$ cat src/rtl/rand_pkg.sv
// Shared constants and types for the pseudo-random word source.
package rand_pkg;

  localparam int unsigned WORD_W = 32;
  localparam int unsigned SW_W   = 2;

  // Right-shift Galois feedback taps for the 32-bit LFSR.
  localparam logic [WORD_W-1:0] LFSR_TAPS    = 32'h8020_0003;
  // Reset and lock-recovery seed; never zero.
  localparam logic [WORD_W-1:0] DEFAULT_SEED = 32'hACE1_2024;

  typedef enum logic [0:0] {
    RUN  = 1'b0,
    HOLD = 1'b1
  } rand_state_t;

  // One plain Galois step, without any switch mixing.
  function automatic logic [WORD_W-1:0] galois_step(input logic [WORD_W-1:0] s);
    logic [WORD_W-1:0] r;
    r = s >> 1;
    if (s[0]) begin
      r = r ^ LFSR_TAPS;
    end
    return r;
  endfunction

endpackage

$ cat src/rtl/rand_lfsr_step.sv
// Combinational LFSR next-state function, with optional switch entropy mix.
// Optional feature macro: RAND_SWITCH_MIX_EN (XOR switches into the low bits).
module rand_lfsr_step
  import rand_pkg::*;
(
  input  logic [WORD_W-1:0] lfsr_i,
  input  logic [SW_W-1:0]   switches_i,
  output logic [WORD_W-1:0] nxt_c_o
);

`ifdef RAND_SWITCH_MIX_EN
  // Galois step, then fold the board switches into the two low bits.
  always_comb begin
    nxt_c_o = galois_step(lfsr_i);
    nxt_c_o[SW_W-1:0] = nxt_c_o[SW_W-1:0] ^ switches_i;
  end
`else
  logic unused_switches;
  assign unused_switches = ^switches_i;

  // Pure LFSR sequence; switches have no effect in this build.
  always_comb begin
    nxt_c_o = galois_step(lfsr_i);
  end
`endif

endmodule

$ cat src/rtl/rand_word_src.sv
// Pseudo-random 32-bit word source: tick divider, RUN/HOLD control,
// reseed, lock-up recovery and registered word/strobe outputs.
// Optional feature macro: RAND_SWITCH_MIX_EN (handled in rand_lfsr_step).
module rand_word_src
  import rand_pkg::*;
#(
  parameter int unsigned       WIDTH      = 32,
  parameter int unsigned       DIV_W      = 24,
  parameter int unsigned       UPDATE_DIV = 50000,
  parameter logic [WIDTH-1:0]  SEED       = WIDTH'(DEFAULT_SEED)
) (
  input  logic             clk_clk,
  input  logic             reset_reset,
  input  logic             seed_load,
  input  logic [WIDTH-1:0] seed_value,
  input  logic             hold,
  input  logic             step_req,
  input  logic [1:0]       switches,
  output logic [WIDTH-1:0] rand_out,
  output logic             rand_valid,
  output logic             lock_err
);

  localparam logic [DIV_W-1:0] DIV_LAST = DIV_W'(UPDATE_DIV - 1);

  rand_state_t      state_q, state_d;
  logic [DIV_W-1:0] div_q, div_d;
  logic [WIDTH-1:0] lfsr_q, lfsr_d;
  logic             valid_q, valid_d;
  logic             lock_q, lock_d;

  logic [WORD_W-1:0] step_nxt_c;
  logic              do_step_c;
  logic [WIDTH-1:0]  cand_c;

  rand_lfsr_step u_step (
    .lfsr_i     (WORD_W'(lfsr_q)),
    .switches_i (switches),
    .nxt_c_o    (step_nxt_c)
  );

  // Next-state: divider/FSM, then seed-over-step priority, then lock-up check.
  always_comb begin
    state_d   = state_q;
    div_d     = div_q;
    lfsr_d    = lfsr_q;
    valid_d   = 1'b0;
    lock_d    = lock_q;
    do_step_c = 1'b0;
    cand_c    = WIDTH'(step_nxt_c);

    unique case (state_q)
      RUN: begin
        if (hold) begin
          state_d = HOLD;
          div_d   = '0;
        end else if (div_q == DIV_LAST) begin
          div_d     = '0;
          do_step_c = 1'b1;
        end else begin
          div_d = div_q + DIV_W'(1);
        end
      end
      HOLD: begin
        div_d = '0;
        if (step_req) begin
          do_step_c = 1'b1;
        end
        if (!hold) begin
          state_d = RUN;
        end
      end
      default: begin
        state_d = RUN;
        div_d   = '0;
      end
    endcase

    // A reseed wins over any tick or step in the same cycle and freezes the FSM.
    if (seed_load) begin
      state_d   = state_q;
      div_d     = '0;
      do_step_c = 1'b0;
      cand_c    = seed_value;
    end

    if (seed_load || do_step_c) begin
      valid_d = 1'b1;
      if (cand_c == '0) begin
        lfsr_d = SEED;
        lock_d = 1'b1;
      end else begin
        lfsr_d = cand_c;
      end
    end
  end

  // State and output registers with synchronous reset.
  always_ff @(posedge clk_clk) begin
    if (reset_reset) begin
      state_q <= RUN;
      div_q   <= '0;
      lfsr_q  <= SEED;
      valid_q <= 1'b0;
      lock_q  <= 1'b0;
    end else begin
      state_q <= state_d;
      div_q   <= div_d;
      lfsr_q  <= lfsr_d;
      valid_q <= valid_d;
      lock_q  <= lock_d;
    end
  end

  assign rand_out   = lfsr_q;
  assign rand_valid = valid_q;
  assign lock_err   = lock_q;

endmodule

$ cat config.mk
export PLATFORM = sky130hd
export DESIGN_NAME = rand_word_src
export DESIGN_NICKNAME = d
export VERILOG_FILES = /design/src/rtl/rand_pkg.sv /design/src/rtl/rand_lfsr_step.sv /design/src/rtl/rand_word_src.sv
export SDC_FILE = /design/constraint.sdc
export NUM_CORES = 1
export LEC_CHECK = 0
export ABC_AREA = 1
export CAP_MARGIN = 25
export CORE_ASPECT_RATIO = 0.5
export CORE_UTILIZATION = 35
export DETAILED_ROUTE_END_ITERATION = 10
export PLACE_DENSITY = 0.7
export SLEW_MARGIN = 25
export SYNTH_ARGS = -nofsm -noshare
export SYNTH_HDL_FRONTEND = slang
export SYNTH_SLANG_ARGS = --single-unit
$ cat constraint.sdc
create_clock -name clk_clk -period 2.12 [get_ports clk_clk]
set_input_delay 0.636 -clock clk_clk [delete_from_list [all_inputs] [get_ports clk_clk]]
set_output_delay 0.636 -clock clk_clk [all_outputs]
set_load 0.05 [all_outputs]
==> qor.csv <==
metric;value;unit
status;complete, no violations;
hold_viol_final;0;
fmax;486;MHz
drive_gt1_frac;0.187;
yosys.area.top_type;dfxtp_1;
dp_hpwl;5710;um
cp_num_buf_inv;1;
fin_total_pwr;3.09;mW
synth-seq-cells;59;
cts_tree;built;
path_class;reg -> out;
fin_crit_sh;0.970;
synthFlopType;dfxtp_1;
finalInstanceArea;4260;sq um
postCtsSetupRepairBufs;0;
syn_area_per_cell;6.66;sq um
syn_area;3060;sq um
regArea;1180;sq um
dr.pass1.iters;4;
clock_path_buffers;2;
die_x;134;um
crit_path_start_kind;flop;
cts-root-buf;clkbuf_16;
tightest_slew;0.507;ns
postLayoutCoreUtil;0.517;
ys_async_sr_fraction;0;
clock_latency;0.32;ns
drt_iter0_markers;183;
setup_viol;0;
crit_fanout;1;
grt_pass1_wl;12600;um
cts_buffers;9;
critPathArrivalTime;1.42;ns
place_area;4010;sq um
synth_seq_area_share;0.387;
fin_nets;599;
clock_skew;0.00723;ns
initial_core_util;0.371;
routed_via_density;4.57;
path_clk_slew;0.05;ns
maxCapViolCount;0;
ys_top_cells_by_area;dfxtp_1, nand2_1, nor2_1;
grtUsageTotal;0.177;
met1_usage;0.219;
critical_path.top_delay_family;buffers and inverters;
wl_per_cell;11.3;um
critPathCaptureType;primary output;
period_needed;2.06;ns
cts_sinks;59;
hp-class;reg -> reg;
synth_cell_types;30;
cpMaxStageDelayCell;clkdlybuf4s50_1;
core;8230;sq um
dieArea;9130;sq um
maxSlewViolCount;0;
grt_max_degree;22;
synth_top_area_share;0.387;
critPathMaxStageDelay;0.80;ns
routabilityCongestion;0.812;
cts.htree.levels;3;
route.detailed.drc;0;
busiest_layer;met2;
crit_chain;clkdlybuf4s50_1;
syn2layout_area_growth;39.4;%
antenna_found_initial;0;
syn_inst;459;
use_met3;0.0496;
final_common_cell;nand2_1;
ant_nets;0;
routed_wl;7590;um
gr-total-overflow;0;
use_met2;0.301;
port_buffers;70;
ctsResizeCount;3;
grt_pass1_vias;2747;
ios;73;
rows;23;
relSlewSlack;0.661;
pwr_density_cell;727;nW/um^2
ys_warn_count;0;
final_cell_mix;nand2_1, buf_4, dfxtp_1;
num-fill-cells;814;
grt_setup_unrepaired;no;
cts_hold_buf;0;
fp.dieH;68.1;um
vias;3080;
cellLeakagePower;1.90;nW
multi_input_area;1570;sq um
antenna_cells;0;
peakVddDrop;0.367;mV
cp.required;1.48;ns
syn-num-nets;499;
synth_edf_count;0;
routing by layer:
layer	vias to the layer above	share of wire
met5	-	0
met4	0	0.0092
met3	6	0.034
met2	46	0.47
met1	1367	0.49
li1	1661	-
path summary, 6_finish.rpt:
kind | startpoint | endpoint | slack [ns] | depth (start not counted)
worst min-delay path | div_q[0]$_SDFF_PP0_ | div_q[0]$_SDFF_PP0_ | 0.46 | 1
worst min register to register | div_q[0]$_SDFF_PP0_ | div_q[0]$_SDFF_PP0_ | 0.46 | 1
worst max register to register | div_q[0]$_SDFF_PP0_ | div_q[20]$_SDFF_PP0_ | 0.29 | 10
worst max-delay path | rand_valid$_SDFF_PP0_ | rand_valid | 0.06 | 1
Yosys cell counts, types with 3 or more instances:
cell / n
nand4_1: 5
inv_2: 3
buf_6: 4
xnor2_1: 4
nand2_1: 136
nor3_1: 6
inv_1: 45
o21ai_1: 11
or2_1: 4
a21oi_1: 30
nor4_1: 3
o21ai_0: 25
dfxtp_1: 59
nand3_2: 11
buf_2: 8
nor2_2: 7
nand3_1: 26
nor2_1: 49
xor2_1: 6
clkbuf_1: 6
worst register-to-register path, stage by stage (launching register included):
cell and delay (ns):
dfxtp_1 0.35, ha_1 0.22, nand3_1 0.12, nor2_2 0.18, nand3_1 0.15, nor2_2 0.15, nand2_1 0.14, nor2_2 0.16
nand2_1 0.10, nor2_1 0.11, nor2_1 0.05
state kept, by name (all words and copies together), names as in the netlist:
signal      count
lock_err        1
div_q          24
rand_out       32
rand_valid      1
state_q         1
metrics by stage:
stage | cells | TNS (ns) | hold WS (ns) | setup slack, ns
after global placement | 660 | -6.72 | 0.431 | -0.352
after CTS | 674 | 0 | 0.463 | 0.0401
final | 674 | 0 | 0.457 | 0.0642
after floorplan | 459 | 0 | 0.418 | 0.320
after global routing | 674 | 0 | 0.482 | 0.00607
after detailed placement | 660 | -8.76 | 0.453 | -0.387
cell type report:
| class | count | share of cell area |
|---|---|---|
| well taps | 112 | 0.0329 |
| multi-input cells | 331 | 0.368 |
| flip-flops and latches | 59 | 0.277 |
| repair buffers | 109 | 0.221 |
| clock buffers | 14 | 0.0573 |
| inverters | 49 | 0.0438 |
where the power goes:
group | leakage, nW | internal, mW | total [mW] | switching (mW)
sequential | 0.484 | 1.17 | 1.22 | 0.0488
clock | 0.117 | 0.776 | 1.22 | 0.447
combinational | 1.30 | 0.268 | 0.654 | 0.386
total | 1.90 | 2.21 | 3.09 | 0.882
kinds of logic after synthesis:
group / count (synthesis) / synth area share
adders and majority gates: 1 / 0.00409
AOI/OAI and AO/OA: 70 / 0.118
DFF: 59 / 0.387
and+or+nand+nor: 250 / 0.361
buffers and inverters: 69 / 0.101
xor gates and xnor gates: 10 / 0.0287
Power figures use the tool's default switching activity.
